==> config.mk <==
export PLATFORM = sky130hd
export DESIGN_NAME = seg7_capture
export DESIGN_NICKNAME = d
export VERILOG_FILES = /design/src/rtl/seg7_capture_pkg.sv /design/src/rtl/seg7_to_hex.sv /design/src/rtl/seg7_capture.sv
export SDC_FILE = /design/constraint.sdc
export NUM_CORES = 1
export LEC_CHECK = 0
export CAP_MARGIN = 10
export CORE_UTILIZATION = 26
export DETAILED_ROUTE_END_ITERATION = 6
export SLEW_MARGIN = 20
export SYNTH_ARGS = -nofsm -noshare
export SYNTH_HDL_FRONTEND = slang
export SYNTH_HIERARCHICAL = 1
export SYNTH_SLANG_ARGS = --single-unit
==> constraint.sdc <==
create_clock -name clk -period 6 [get_ports clk]
set_input_delay 1.8 -clock clk [delete_from_list [all_inputs] [get_ports clk]]
set_output_delay 1.8 -clock clk [all_outputs]
set_load 0.005 [all_outputs]
==> src/rtl/seg7_capture_pkg.sv <==
// Shared definitions for the 7-segment capture block.
// Holds the capture FSM state type, the queued entry layout, the
// hexadecimal segment encodings (bit0 = a .. bit6 = g) and the blank pattern.
package seg7_capture_pkg;

  typedef enum logic [1:0] {
    IDLE     = 2'd0,
    SETTLING = 2'd1,
    LOCKED   = 2'd2
  } state_t;

  typedef struct packed {
    logic       invalid;
    logic [3:0] digit;
  } entry_t;

  localparam logic [6:0] SEG_BLANK = 7'h00;

  localparam logic [6:0] SEG_HEX_0 = 7'h3F;
  localparam logic [6:0] SEG_HEX_1 = 7'h06;
  localparam logic [6:0] SEG_HEX_2 = 7'h5B;
  localparam logic [6:0] SEG_HEX_3 = 7'h4F;
  localparam logic [6:0] SEG_HEX_4 = 7'h66;
  localparam logic [6:0] SEG_HEX_5 = 7'h6D;
  localparam logic [6:0] SEG_HEX_6 = 7'h7D;
  localparam logic [6:0] SEG_HEX_7 = 7'h07;
  localparam logic [6:0] SEG_HEX_8 = 7'h7F;
  localparam logic [6:0] SEG_HEX_9 = 7'h6F;
  localparam logic [6:0] SEG_HEX_A = 7'h77;
  localparam logic [6:0] SEG_HEX_B = 7'h7C;
  localparam logic [6:0] SEG_HEX_C = 7'h39;
  localparam logic [6:0] SEG_HEX_D = 7'h5E;
  localparam logic [6:0] SEG_HEX_E = 7'h79;
  localparam logic [6:0] SEG_HEX_F = 7'h71;

endpackage

==> src/rtl/seg7_to_hex.sv <==
// Combinational 7-segment pattern decoder.
//   pattern : segment pattern, bit0 = a .. bit6 = g
//   digit   : hex value of a recognised pattern, 0 otherwise
//   valid   : pattern is one of the 16 hex encodings
//   blank   : pattern is all segments off
module seg7_to_hex
  import seg7_capture_pkg::*;
(
  input  logic [6:0] pattern,
  output logic [3:0] digit,
  output logic       valid,
  output logic       blank
);

  always_comb begin
    digit = '0;
    valid = 1'b1;
    blank = (pattern == SEG_BLANK);
    case (pattern)
      SEG_HEX_0: digit = 4'h0;
      SEG_HEX_1: digit = 4'h1;
      SEG_HEX_2: digit = 4'h2;
      SEG_HEX_3: digit = 4'h3;
      SEG_HEX_4: digit = 4'h4;
      SEG_HEX_5: digit = 4'h5;
      SEG_HEX_6: digit = 4'h6;
      SEG_HEX_7: digit = 4'h7;
      SEG_HEX_8: digit = 4'h8;
      SEG_HEX_9: digit = 4'h9;
      SEG_HEX_A: digit = 4'hA;
      SEG_HEX_B: digit = 4'hB;
      SEG_HEX_C: digit = 4'hC;
      SEG_HEX_D: digit = 4'hD;
      SEG_HEX_E: digit = 4'hE;
      SEG_HEX_F: digit = 4'hF;
      default:   valid = 1'b0;
    endcase
  end

endmodule

==> src/rtl/seg7_capture.sv <==
// Captures steady patterns from an asynchronous 7-segment bus, decodes them
// to hex and queues the results for a ready/valid consumer.
//   clk, rst_n     : clock, asynchronous active-low reset
//   ena            : capture enable
//   seg_in         : asynchronous segment bus (bit0 = a .. bit6 = g)
//   out_valid      : queue head holds an entry
//   out_ready      : consumer takes the head when out_valid is high
//   out_digit      : head hex value
//   out_invalid    : head entry came from an undecodable pattern
//   overflow       : sticky, an accepted entry was dropped on a full queue
//   err_count      : saturating count of undecodable patterns accepted
module seg7_capture
  import seg7_capture_pkg::*;
#(
  parameter int unsigned STABLE_CYCLES = 4,
  parameter int unsigned FIFO_DEPTH    = 4
) (
  input  logic       clk,
  input  logic       rst_n,
  input  logic       ena,
  input  logic [6:0] seg_in,
  output logic       out_valid,
  input  logic       out_ready,
  output logic [3:0] out_digit,
  output logic       out_invalid,
  output logic       overflow,
  output logic [7:0] err_count
);

  localparam int unsigned AW = $clog2(FIFO_DEPTH);

  // The load edge already holds one synchronized sample and the second
  // synchronizer stage carried the new value one edge earlier, so acceptance
  // fires one count early to land on the (STABLE_CYCLES+1)th input edge.
  localparam logic [7:0] ACCEPT_AT =
    (STABLE_CYCLES > 1) ? 8'(STABLE_CYCLES - 1) : 8'd1;

  logic [6:0] sync_meta, sync;
  state_t     state;
  logic [6:0] cand, last_acc;
  logic [7:0] cnt;
  logic       accept, push, pop, full, empty, push_ok;
  logic [3:0] hex_digit;
  logic       hex_valid, hex_blank;
  entry_t     new_entry, head;
  entry_t     mem [FIFO_DEPTH];
  logic [AW:0] wr_ptr, rd_ptr;

  always_ff @(posedge clk or negedge rst_n) begin
    if (!rst_n) begin
      sync_meta <= '0;
      sync      <= '0;
    end else begin
      sync_meta <= seg_in;
      sync      <= sync_meta;
    end
  end

  seg7_to_hex u_dec (
    .pattern (sync),
    .digit   (hex_digit),
    .valid   (hex_valid),
    .blank   (hex_blank)
  );

  always_comb begin
    accept = 1'b0;
    if (ena) begin
      case (state)
        IDLE, LOCKED: accept = (sync != cand) && (ACCEPT_AT == 8'd1);
        SETTLING:     accept = (sync == cand) && ((cnt + 8'd1) == ACCEPT_AT);
        default:      accept = 1'b0;
      endcase
    end
  end

  // last_acc blocks a pattern that glitched away and back from being queued twice.
  assign push = accept && (sync != last_acc) && !hex_blank;

  always_comb begin
    new_entry.invalid = !hex_valid;
    new_entry.digit   = hex_valid ? hex_digit : 4'h0;
  end

  always_ff @(posedge clk or negedge rst_n) begin
    if (!rst_n) begin
      state     <= IDLE;
      cand      <= SEG_BLANK;
      cnt       <= '0;
      last_acc  <= SEG_BLANK;
      err_count <= '0;
    end else if (!ena) begin
      state    <= IDLE;
      cand     <= SEG_BLANK;
      cnt      <= '0;
      last_acc <= SEG_BLANK;
    end else begin
      case (state)
        IDLE, LOCKED: begin
          if (sync != cand) begin
            cand  <= sync;
            cnt   <= 8'd1;
            state <= accept ? LOCKED : SETTLING;
          end
        end
        SETTLING: begin
          if (sync != cand) begin
            cand <= sync;
            cnt  <= 8'd1;
          end else if (accept) begin
            state <= LOCKED;
          end else begin
            cnt <= cnt + 8'd1;
          end
        end
        default: state <= IDLE;
      endcase
      if (accept) last_acc <= sync;
      if (push && !hex_valid && (err_count != 8'hFF)) err_count <= err_count + 8'd1;
    end
  end

  assign empty   = (wr_ptr == rd_ptr);
  assign full    = (wr_ptr[AW] != rd_ptr[AW]) && (wr_ptr[AW-1:0] == rd_ptr[AW-1:0]);
  assign pop     = !empty && out_ready;
  assign push_ok = push && (!full || pop);

  always_ff @(posedge clk or negedge rst_n) begin
    if (!rst_n) begin
      wr_ptr   <= '0;
      rd_ptr   <= '0;
      overflow <= 1'b0;
    end else begin
      if (push_ok) wr_ptr <= wr_ptr + (AW + 1)'(1);
      if (pop)     rd_ptr <= rd_ptr + (AW + 1)'(1);
      if (push && !push_ok) overflow <= 1'b1;
    end
  end

  always_ff @(posedge clk) begin
    if (push_ok) mem[wr_ptr[AW-1:0]] <= new_entry;
  end

  assign head        = mem[rd_ptr[AW-1:0]];
  assign out_valid   = !empty;
  assign out_digit   = empty ? 4'h0 : head.digit;
  assign out_invalid = empty ? 1'b0 : head.invalid;

endmodule

# Word level (Yosys, flattened, before mapping)
# Memory sizes are Yosys's and may differ from the RTL's.
# Index checks and enable logic that the tools add are counted.
word_totals:
  reg_bits: 53
  ram_bits: 20
  in_bits: 11
  memories: 1
op_classes:
  n_addsub: 4
  eq_ne: 34
  muxes: 25
  reduce_logical: 24
memory_table:
  columns: ["memory", "words", "width", "rd", "rd_ports_with_merged_regs", "wr", "line_no", "source"]
  rows:
  - ["mem", 4, 5, 1, 0, 1, "seg7_capture.sv:46", "entry_t mem [FIFO_DEPTH];"]
ops:
  columns: ["op", "count"]
  rows:
  - ["$eq 7x7->1 const B", 12]
  - ["$pmux 4 s15", 1]
  - ["$mux 7", 5]
  - ["$mux 8", 4]
  - ["$add 8x1->8 const B", 2]
  - ["$pmux 8 s2", 1]
  - ["$reduce_or 16->1", 1]
  - ["$eq 7x3->1 const B", 2]
  - ["$eq 7x6->1 const B", 2]
  - ["$ne 7x7->1", 2]
  - ["$mux 2", 5]
  - ["$logic_and 1x1->1", 9]
  - ["$ne 3x3->1 const B", 3]
  - ["$eq 8x2->1 const B", 1]
  - ["$mux 4", 2]
  - ["$ne 8x8->1 const B", 1]
  - ["$eq 7x7->1", 1]
  - ["$logic_not 7->1", 1]
  - ["$add 3x1->3 const B", 2]
  - ["$mux 1", 6]
  - ["$reduce_and 3->1", 2]
  - ["$logic_not 1->1", 5]
  - ["$ne 2x1->1 const B", 2]
  - ["$ne 4x4->1 const B", 1]
  - ["other kinds (13)", 14]

# Logic depth before layout (Yosys ltp)
logic_depth:
  word_depth: 10
  depth_mapped: 9
  mapped_depth_nobuf: 8

# Modules after synthesis
# The synthesis kept the hierarchy.
by_module_without_submodules:
  columns: ["module", "instances", "cells_per_inst", "area_each_um2", "seq_area_each_um2"]
  rows:
  - ["seg7_capture", 1, 301, 3648.5, 1926.8]
  - ["seg7_to_hex", 1, 48, 299.0, 0.0]

# Least setup slack after synthesis
# Ideal clock, no wire load.
synth_path:
  path_type: "in2reg"
  from: "input ena"
  to: "memory mem[0][0] in the netlist's numbering (enable)"
  arrival_ns: 3.080
  slack_ns: 2.545
  stages: 5
  n_path_buf: 0
  path_cell_list: "inv_1 nor2_1 o21a_1 nand4_1 nor3b_1"
synth_via:
  elab_chain_len: 6
synth_lines:
  columns: ["element", "line_no", "source"]
  rows:
  - ["start, declared", "seg7_capture.sv:20", "input logic ena,"]
  - ["$mux 1", "seg7_capture.sv:68", "if (ena) begin"]
  - ["$logic_and 1x1->1 (2 in a row)", "seg7_capture.sv:78", "assign push = accept && (sync != last_acc) && !hex_blank;"]
  - ["$logic_and 1x1->1", "seg7_capture.sv:126", "assign push_ok = push && (!full || pop);"]
  - ["$mux 1", "seg7_capture.sv:141", "if (push_ok) mem[wr_ptr[AW-1:0]] <= new_entry;"]
  - ["$mux 1 (implied by the code)", "seg7_capture.sv:141", null]
  - ["end, declared", "seg7_capture.sv:46", null]
# Every way passes these cells.

# Worst setup path after layout
layout_path:
  from: "input ena"
  to: "memory mem[0][4] in the netlist's numbering (enable)"
# The elaborated chain is that of the path after synthesis.

==> results by group <==
Outcome
  • Status: finished clean

Timing
  • Final period util: about three quarters
  • Hold Vio Cnt, Final: 0
  • Post-layout min period: about 4.5 ns
  • Slew @ Worst Pin: a little over 1 ns
  • Final Skew: roughly 0.0045 ns
  • Highest attainable clock frequency: around 0.22 GHz
  • Slew margin rel.: 32.87%
  • RSZ-0062 raised after global routing: false
  • Max-slew violations: 0
  • Setup TNS: 0 ns
  • Final setup fails: 0

Clock network
  • Maximum clock insertion buffer count: 2
  • Post-CTS Setup Bufs: 0
  • Clock H-tree levels: 3
  • Root buf cell: clkbuf_16
  • CTS Buf Count: 9
  • Clk pin slew, worst setup/hold paths: roughly 0.06 ns
  • Resized cells post-CTS: 0
  • Clock Latency Late Sink: roughly 0.33 ns
  • Cts hold-fix bufs: 0
  • CTS tree: done
  • Sink Count: 73

Die
  • Initial Utilization: a little over a quarter
  • Rows: 44
  • Ports: 26
  • Die height: ~130 um
  • Die ar.: ~16000 um^2
  • Die Wd: approximately 130 um
  • Core area: 14700 um^2

Worst setup path
  • CP Max Fanout: 15
  • CP Buf/Inv Count: 3
  • CP endpoint kind: flop
  • Worst path slowest cell: nor3b_1
  • Critical Path RT: 5.96 ns
  • CP Class: in -> reg
  • CP max stage delay: 0.80 ns
  • Startpoint class of the critical path: input port
  • Delay-heaviest family, CP: simple AND/OR/NAND/NOR gates
  • Critical path cell sequence: clkdlybuf4s50_1, buf_4, inv_1, nor2_1, o21a_1, nand4_1, nor3b_1
  • Worst Path Arrival: approximately 4.5 ns

Drt
  • ANT nets after route: 0
  • Post-Route WL: between 8 and 9 mm
  • First-pass detailed-route iteration total: 6
  • DR DRC count: 0
  • Via count: 2784
  • DRT iter0 DRCs: 210
  • Routed length per instance: roughly 14 um
  • Avg Vias per Cell: ~5

Min path
  • Worst Hold Class: reg -> reg

Yosys
  • Yosys reg bits: 73
  • Predominant post-synthesis flop cell: dfrtp_1
  • Syn Inst Count: 349
  • Post-synth top area cell: dfrtp_1
  • Synthesized net count: approximately 370
  • Number of flops mapped to enable cells by yosys: 20
  • Post-synth cell types: between 60 and 70
  • Ys async rst share: between 70 and 80%
  • Syn Std Cell Area: 3948 um^2
  • Top post-synthesis cells by area: dfrtp_1, edfxtp_1, xnor2_1
  • Top cell type's share of synthesized area: 33.60%
  • Synthesized area per cell: 11.31 um^2
  • Seq/Total Area, Yosys: roughly half
  • Most common cell in the netlist: dfrtp_1
  • Top cells by count, synth: dfrtp_1, nand2_1, xnor2_1
  • Synth warn: 6

GRT
  • Vias in the first global route: about 2.8k
  • First-pass GRT wire length: ~14 mm
  • Largest net degree at the start of global routing: 54
  • Initial antenna violation count: 0
  • Total GRT Usage: between 10 and 15%
  • Grt total ovfl: 0

Placed design
  • Routability Congestion: between 0.7 and 0.8
  • Placed Instances: roughly 540
  • Port Buffer Count: 25
  • DP Wirelength: 5.426 mm

Cells and area
  • Post-layout net count: approximately 390
  • Ant. Diodes: 0
  • Fraction of layout cells with a size suffix above 1: 12.87%
  • Synth-to-layout area growth: 19.11%
  • Post-Layout Cell Count: around 560

Power
  • Cell Pwr Density: ~300 nW/um^2
  • LEAKAGE: between 1.5 and 2 nW
  • Peak supply drop: between 100 and 150 uV
  • Design Power: about 1.4 mW

Run
  • Max-cap viol count: 0
-- power breakdown --
group	total, mW	leakage (nW)	internal, mW	switching, mW
clock network	0.636	0.178	0.432	0.204
registers	0.571	0.864	0.529	0.0418
logic	0.202	0.699	0.127	0.0757
total	1.41	1.74	1.09	0.322
-- cell families (layout without fill, tap and decap cells) --
group / count (synthesis) / count (layout) / share of synthesized area, %
simple gates: 117 / 117 / 18.70
compound gates: 77 / 77 / 14.42
flops: 73 / 73 / 48.81
xor+xnor: 32 / 32 / 7.100
buf+inv: 32 / 56 / 4.152
mux: 10 / 10 / 4.279
fa+ha+maj: 8 / 8 / 2.536
-- flip-flops by register name, summed over array words and instances, names as in the netlist --
name / cells
sync_meta: 7
last_acc: 7
wr_ptr: 3
cand: 7
rd_ptr: 3
sync: 7
overflow: 1
state: 2
cnt: 8
err_count: 8
mem: 20
-- cell usage in the layout (no fill, tap or decap), types with 3 or more instances in the layout --
| cell | instances |
|---|---|
| nor4_4 | 4 |
| buf_4 | 4 |
| clkdlybuf4s50_1 | 24 |
| nand2_1 | 25 |
| nor3_1 | 7 |
| nor2_1 | 13 |
| and4_1 | 4 |
| nor4_1 | 7 |
| inv_1 | 11 |
| and3_1 | 5 |
| dfrtp_1 | 53 |
| xor2_1 | 10 |
| a21oi_1 | 11 |
| edfxtp_1 | 20 |
| a31oi_1 | 8 |
| o211ai_1 | 8 |
| nand3_1 | 9 |
| o2111ai_1 | 7 |
| nand4_1 | 9 |
| bufinv_16 | 3 |
| mux2_2 | 3 |
| nor3b_1 | 4 |
| o21a_1 | 3 |
| o31ai_1 | 7 |
| mux4_2 | 5 |
| o21ai_0 | 14 |
| xnor2_1 | 22 |
| and2_1 | 11 |
| ha_1 | 8 |
| clkbuf_16 | 10 |
-- layer usage --
metal  part of all wire, %  vias to the layer above  routed length, um  GRT usage (%)
met5                     0                        -                  0              0
met4                   1.6                        0                131          3.587
met3                   4.2                       14                341          2.995
met2                    48                       68               3834          17.55
met1                    46                     1359               3741          14.17
li1                      -                     1343                  -              -
-- worst paths after layout --
kind                                        startpoint                     to  slack, ns  cells past startpoint
worst min-delay path            sync_meta[0]$_DFF_PN0_      sync[0]$_DFF_PN0_       0.35                      0
worst max register to register       sync[3]$_DFF_PN0_    mem[0][4]$_DFFE_PP_       2.73                      5
worst min register to register  sync_meta[0]$_DFF_PN0_      sync[0]$_DFF_PN0_       0.35                      0
min in group asynchronous                        rst_n     cnt[4]$_DFFE_PN0P_       1.58                      2
max in group asynchronous                        rst_n  rd_ptr[1]$_DFFE_PN0P_       3.95                      2
worst max-delay path                               ena    mem[0][4]$_DFFE_PP_       1.45                      7
-- worst register-to-register path, cell delays in order, from the launching register on --
cell	delay, ns
dfrtp_1	0.71
xnor2_1	0.20
nand4_2	0.20
nor4_2	0.60
nand4_1	0.38
nor3b_1	0.80
-- final cells by class --
class                   instances  area (um^2)
well taps                     184        230.2
flip-flops and latches         73         1927
repair buffers                 29        275.3
clock buffers                  10        250.2
inverters                      11        41.29
fillers                      1437         9997
clock inverters                 6        112.6
multi-input cells             244         1866
-- through the flow --
step / setup WS (ns) / utilization (%) / hold WS [ns] / area, um^2
after global routing: 1.266 / 31.99 / 0.3538 / 4702
after detailed placement: 1.151 / 29.46 / 0.3358 / 4330
after CTS: 1.495 / 31.93 / 0.3490 / 4693
after global placement: 1.359 / 29.46 / 0.3349 / 4330
final: 1.453 / 31.99 / 0.3496 / 4702
after floorplan: 2.545 / - / 0.3312 / 3948
Power figures use the tool's default switching activity.
